**config.mk**
```make
export PLATFORM = sky130hd
export DESIGN_NAME = bin_to_bcd_seq
export DESIGN_NICKNAME = d
export VERILOG_FILES = /design/src/rtl/bin_to_bcd_pkg.sv /design/src/rtl/bin_to_bcd_seq_add3.sv /design/src/rtl/bin_to_bcd_seq.sv
export SDC_FILE = /design/constraint.sdc
export NUM_CORES = 1
export LEC_CHECK = 0
export CAP_MARGIN = 15
export CORE_ASPECT_RATIO = 1.75
export CORE_UTILIZATION = 46
export DETAILED_ROUTE_END_ITERATION = 10
export HOLD_SLACK_MARGIN = 0.08
export PLACE_DENSITY = 0.69
export REMOVE_ABC_BUFFERS = 1
export SKIP_CTS_REPAIR_TIMING = 1
export SYNTH_ARGS = -nofsm -noshare
export SYNTH_HDL_FRONTEND = slang
export SYNTH_HIERARCHICAL = 1
export SYNTH_SLANG_ARGS = --single-unit
```
**constraint.sdc**
```tcl
create_clock -name clk -period 1.9 [get_ports clk]
set_input_delay 0.57 -clock clk [delete_from_list [all_inputs] [get_ports clk]]
set_output_delay 0.57 -clock clk [all_outputs]
set_load 0.02 [all_outputs]
```
**src/rtl/bin_to_bcd_pkg.sv**
```systemverilog
// ============================================================================
// Module : bin_to_bcd_pkg
// Brief  : Shared types and constants for the sequential binary-to-BCD converter.
// Rev    : 1.0 - initial release
// ============================================================================
`default_nettype none

package bin_to_bcd_pkg;

    typedef enum logic [1:0] {
        IDLE  = 2'd0,
        SHIFT = 2'd1,
        DONE  = 2'd2
    } state_t;

    typedef logic [3:0] bcd_digit_t;

    localparam bcd_digit_t ADD3_THRESHOLD = 4'd5;

    // Elaboration-time helpers for the parameter legality check.
    function automatic longint unsigned pow10(input int n);
        longint unsigned p;
        p = 64'd1;
        for (int i = 0; i < n; i++) begin
            p = p * 64'd10;
        end
        return p;
    endfunction

    function automatic longint unsigned max_unsigned(input int w);
        if (w >= 64) begin
            return {64{1'b1}};
        end
        return (64'd1 << w) - 64'd1;
    endfunction

endpackage

`default_nettype wire

```
**src/rtl/bin_to_bcd_seq_add3.sv**
```systemverilog
// ============================================================================
// Module : bcd_add3_digit
// Brief  : Double-dabble digit correction: add 3 when the digit is 5 or more.
// Rev    : 1.0 - initial release
// ============================================================================
`default_nettype none

module bcd_add3_digit
    import bin_to_bcd_pkg::*;
(
    input  bcd_digit_t digit_in,
    output bcd_digit_t digit_out
);

    assign digit_out = (digit_in >= ADD3_THRESHOLD) ? bcd_digit_t'(digit_in + 4'd3) : digit_in;

endmodule

`default_nettype wire

```
**src/rtl/bin_to_bcd_seq.sv**
```systemverilog
// ============================================================================
// Module : bin_to_bcd_seq
// Brief  : Sequential shift-add-3 binary-to-BCD converter, one bit per clock,
//          valid/ready on both sides. Define BIN_TO_BCD_BLANK_EN to add the
//          registered leading-zero mask output out_blank.
// Rev    : 1.0 - initial release
// ============================================================================
`default_nettype none

module bin_to_bcd_seq
    import bin_to_bcd_pkg::*;
#(
    parameter int WIDTH  = 8,
    parameter int DIGITS = 3
) (
    input  logic                  clk,
    input  logic                  rst,
    input  logic                  in_valid,
    output logic                  in_ready,
    input  logic [WIDTH-1:0]      in_bin,
    output logic                  out_valid,
    input  logic                  out_ready,
    output logic [4*DIGITS-1:0]   out_bcd
`ifdef BIN_TO_BCD_BLANK_EN
    ,
    output logic [DIGITS-1:0]     out_blank
`endif
);

    localparam int c_cnt_w = $clog2(WIDTH + 1);

    generate
        if ((WIDTH < 1) || (pow10(DIGITS) <= max_unsigned(WIDTH))) begin : g_param_check
            $error("bin_to_bcd_seq: DIGITS too small for WIDTH, or WIDTH < 1");
        end
    endgenerate

    state_t                r_state;
    state_t                w_state_next;
    logic [c_cnt_w-1:0]    r_count;
    logic [WIDTH-1:0]      r_bin;
    logic [4*DIGITS-1:0]   r_bcd;
    logic [4*DIGITS-1:0]   w_bcd_adj;
    logic [4*DIGITS+WIDTH-1:0] w_shifted;

    generate
        for (genvar d = 0; d < DIGITS; d++) begin : g_add3
            bcd_add3_digit u_add3 (
                .digit_in  (r_bcd[4*d +: 4]),
                .digit_out (w_bcd_adj[4*d +: 4])
            );
        end
    endgenerate

    // Adjusted BCD and remaining binary bits shift left as one register.
    assign w_shifted = {w_bcd_adj, r_bin} << 1;

    always_comb begin
        w_state_next = r_state;
        in_ready     = 1'b0;
        out_valid    = 1'b0;
        case (r_state)
            IDLE: begin
                in_ready = 1'b1;
                if (in_valid) begin
                    w_state_next = SHIFT;
                end
            end
            SHIFT: begin
                if (r_count == '0) begin
                    w_state_next = DONE;
                end
            end
            DONE: begin
                out_valid = 1'b1;
                if (out_ready) begin
                    w_state_next = IDLE;
                end
            end
            default: w_state_next = IDLE;
        endcase
    end

`ifdef BIN_TO_BCD_BLANK_EN
    localparam logic [DIGITS-1:0] c_blank_rst = ~DIGITS'(1);

    logic [DIGITS-1:0] w_blank;
    logic              w_high_zero;

    // Digit 0 is never blanked so a zero result still shows one digit.
    always_comb begin
        w_blank     = '0;
        w_high_zero = 1'b1;
        for (int i = DIGITS - 1; i >= 1; i--) begin
            w_high_zero = w_high_zero && (r_bcd[4*i +: 4] == 4'd0);
            w_blank[i]  = w_high_zero;
        end
    end

    always_ff @(posedge clk) begin
        if (rst) begin
            out_blank <= c_blank_rst;
        end else if ((r_state == SHIFT) && (r_count == '0)) begin
            out_blank <= w_blank;
        end
    end
`endif

    always_ff @(posedge clk) begin
        if (rst) begin
            r_state <= IDLE;
            r_count <= '0;
            r_bin   <= '0;
            r_bcd   <= '0;
            out_bcd <= '0;
        end else begin
            r_state <= w_state_next;
            case (r_state)
                IDLE: begin
                    if (in_valid) begin
                        r_bin   <= in_bin;
                        r_bcd   <= '0;
                        r_count <= c_cnt_w'(WIDTH);
                    end
                end
                SHIFT: begin
                    if (r_count != '0) begin
                        {r_bcd, r_bin} <= w_shifted;
                        r_count        <= r_count - c_cnt_w'(1);
                    end else begin
                        out_bcd <= r_bcd;
                    end
                end
                default: begin
                end
            endcase
        end
    end

endmodule

`default_nettype wire
```
Word-level counts from Yosys, hierarchy flattened --
Cells that the tools add are included.
Word-level totals: flip-flop bits (word level) 38, bits in latches 0, RAM bits 0, memory bits (read-only) 0, input port bits 12, output and inout bits 14, word-level logic and storage cells 44, memories kept 0
Operators by class: add/subtract/negate cells 4, multiply operators 0, divide/modulo/power cells 0, magnitude comparators 3, equality and inequality tests 6, shift operators 0, mux-type cells 18, bitwise gates (word level) 1, reduce and logical (&&, ||, !) cells 7
Operator list (number):
- $mux 12 | 2
- $pmux 12 s2 | 1
- $mux 4 | 4
- $mux 8 | 2
- $pmux 8 s2 | 1
- $ge 4x3->1 const B | 3
- $add 4x2->4 const B | 2
- $ne 2x2->1 const B | 4
- $pmux 4 s2 | 1
- $mux 2 | 3
- $pmux 2 s3 | 1
- $reduce_and 3->1 | 2
- $logic_not 4->1 | 1
- $reduce_bool 4->1 | 1
- $sub 4x1->4 const B | 1
- $add 3x2->3 const B | 1
- $mux 3 | 1
- $eq 2x1->1 const B | 1
- $eq 2x2->1 const B | 1
- $logic_not 2->1 | 1
- $mux 1 | 2
- $reduce_and 2->1 | 1
- $reduce_bool 2->1 | 1
- $not 1->1 | 1

Logic depth before layout (Yosys ltp) --
word-level depth 4, depth in mapped cells 7

By module --
The synthesis kept the hierarchy.
Modules (own cells, without submodules):
- bin_to_bcd_seq | times used 1, cells each 193, area an instance 1587.8 um2, seq. area each 760.7 um2
- bcd_add3_digit | times used 3, cells each 16, area an instance 101.3 um2, seq. area each 0.0 um2

Least setup slack after synthesis --
No wires, ideal clock.
path kind register to register, from reg r_count[0], to reg r_count[1], arrival 1.483 ns, data required time 1.830 ns, setup slack 0.347 ns, stages on the path, launching flop included 7, path buffers 1, cells stage by stage dfxtp_1 > inv_1 > ha_1 > nor4bb_1 > buf_2 > or4_1 > a21oi_1
On the way: cells in the longest elaborated chain, start to end 3, elaborated cells between the ends (all ways) 6, classes of those cells add/sub (1); eq/ne (1); mux (2); reduce/logical (2)
Ends and longest elaborated chain:
- start: declaration | line bin_to_bcd_seq.sv:40 | logic [c_cnt_w-1:0] r_count;
- start signal: assignment | line bin_to_bcd_seq.sv:123 | r_count <= c_cnt_w'(WIDTH);
- start signal: assignment | line bin_to_bcd_seq.sv:129 | r_count <= r_count - c_cnt_w'(1);
- $sub 4x1->4 / $reduce_bool 4->1 (equally long branches) | line bin_to_bcd_seq.sv:129, bin_to_bcd_seq.sv:127
- $mux 4 / $ne 2x2->1 (equally long branches)
- $pmux 4 s2 / $reduce_and 3->1 (equally long branches)
Parallel ways exist; a longest one is shown, timed or not. The select of a mux whose other input is x is not followed. A chain may end at the register's enable or synchronous reset.

Worst setup path in the final report --
from reg out_bcd[7], to out out_bcd[7]
RTL lines:
- start: declaration | line bin_to_bcd_seq.sv:23 | output logic [4*DIGITS-1:0] out_bcd
- start signal: assignment | line bin_to_bcd_seq.sv:131 | out_bcd <= r_bcd;
No word-level cell between the ends.

==> impl_metrics.toml <==
[status]
outcome = "completed"

[route]
avgRoutedWirePerCell_um = 13.9
wl_mm = 4.29
antenna_left = 0
via_per_inst = 5.73
dr.pass1.iters = 4
dr.first_iter.drc_count = 83
drc = 0
via_count = 1770

[power]
leakagePower_nw = 0.842
power_density_mw_per_mm2 = 843
vdd_ir_drop_max_uv = 621
power.total_mw = 1.95

[floorplanning]
num_rows = 30
die_w_um = 50.2
fp.coreArea_mm2 = 0.00390
die_area_mm2 = 0.00434
initial_core_util_pct = 47.9
die_h_um = 86.4
io_pins = 26

[clocking]
cts_buffers = 5
htreeDepth = 2
cts_tree = "yes"
cts.sinks = 38
cts.clk_slew.worst_paths_ns = 0.07
clock_path_buffers = 2
clock_latency_ns = 0.29
clockRootBuffer = "clkbuf_8"

[place]
dpl_cell_area_mm2 = 0.00223
dp_cells = 303
hpwlAfterDp_mm = 2.86
place_ws_ns = -0.00423
gp_congestion = 0.776
port_buffers = 25

[critical_path]
start_kind = "flop"
crit_buf_inv = 1
path_delay_family = "buffers and inverters"
cp.arrival_ns = 1.23
cp_slowest_cell = "clkdlybuf4s50_1"
startpoint = "out_bcd[7]$_SDFFE_PP0P_"
cp-end-kind = "output port"
worstSetupPathType = "flop to output port"
crit_chain = "clkdlybuf4s50_1"
critPathMaxStageDelay_ns = 0.60
reg2reg_from = "r_count[0]$_SDFFE_PP0P_"
crit_fanout = 2
crit_required_ns = 1.33

[yosys]
synth.avg_cell_area_um2 = 7.90
synth_warnings = 6
synth_cells = 237
netlist_area_mm2 = 0.00187

[sta]
fmax_mhz = 557
setup_tns_ns = 0
final.min_clock_period_ns = 1.80
hold_viol = 0
slew_headroom_pct = 67.8
skew_ns = 0.00367
tightest_slew_ns = 0.481
fin_hold_ws_ns = 0.477
setup_ws_ns = 0.105
slew_viol_final = 0
finalSetupViolCount = 0
post-route-period-util_pct = 94.5
rsz0062_at_grt = "false"

[worst_hold_path]
hold_path.class = "flop to flop"
hp-start = "out_bcd[11]$_SDFFE_PP0P_"

[global_route]
grt_antenna_before_repair = 0
grt_pass1_wl_mm = 7.25
grt_overflow = 0
first_global_vias = 1650
grt_max_degree = 39
grt_use_total_pct = 21.7

[cells_and_area]
drive_above_1_share_pct = 9.20
design_area_mm2 = 0.00231
nets = 281
antenna_cells = 0
utilization_pct = 59.3
area_growth_pct = 23.6
instances_no_fill = 309

[run]
drv_cap = 0
path summary, 6_finish.rpt:
path	slack, ns	to	cells after the start
worst max-delay path	0.10	out_bcd[7]	1
worst min-delay path	0.48	out_bcd[11]$_SDFFE_PP0P_	2
worst max register to register	0.26	r_count[1]$_SDFFE_PP0P_	5
worst min register to register	0.48	out_bcd[11]$_SDFFE_PP0P_	2
report_power, final:
group          internal, mW  switching (mW)  total, mW
Clock                 0.280           0.273      0.552
Sequential            0.848          0.0406      0.889
Combinational         0.195           0.315      0.510
Total                  1.32           0.628       1.95
cells in the final DEF (no fill, tap or decap), drive strengths merged, types with 2 or more instances in the layout:
cell           count
ha                 7
nand4             12
dlymetal6s2s       2
clkdlybuf4s50     23
o21ai             31
dfxtp             38
nand2b             6
nor2               6
nor3               3
nand3             14
a311oi             7
clkbuf             6
a21oi             38
xnor2              3
nand2             26
buf               12
mux2i              3
nor2b              2
inv                9
final cells by class:
class / instances / area (µm²)
fill: 381 / 1590
multi-input combinational: 171 / 1010
sequential: 38 / 761
timing repair buffer: 37 / 370
clock buffer: 6 / 82.6
tap: 48 / 60.1
inverter: 9 / 33.8
registers in the layout, summed over array words and instances, names as in the netlist:
name and flops:
out_bcd 12, r_bcd 12, r_bin 8, r_count 4, r_state 2
layer usage:
layer / global-route usage [%] / vias to the layer above / share of wire [%]
met4: 8.57 / 0 / 1.6
met3: 4.74 / 7 / 2.1
met5: 0 / - / 0
met2: 41.9 / 22 / 55
li1: - / 898 / -
met1: 21.4 / 843 / 41
worst min-delay path, cell delays in order (launching register included):
cell,delay [ns]
dfxtp_1,0.31
o21ai_0,0.06
a21oi_1,0.06
Note: power is estimated with default switching activity, not from simulation.
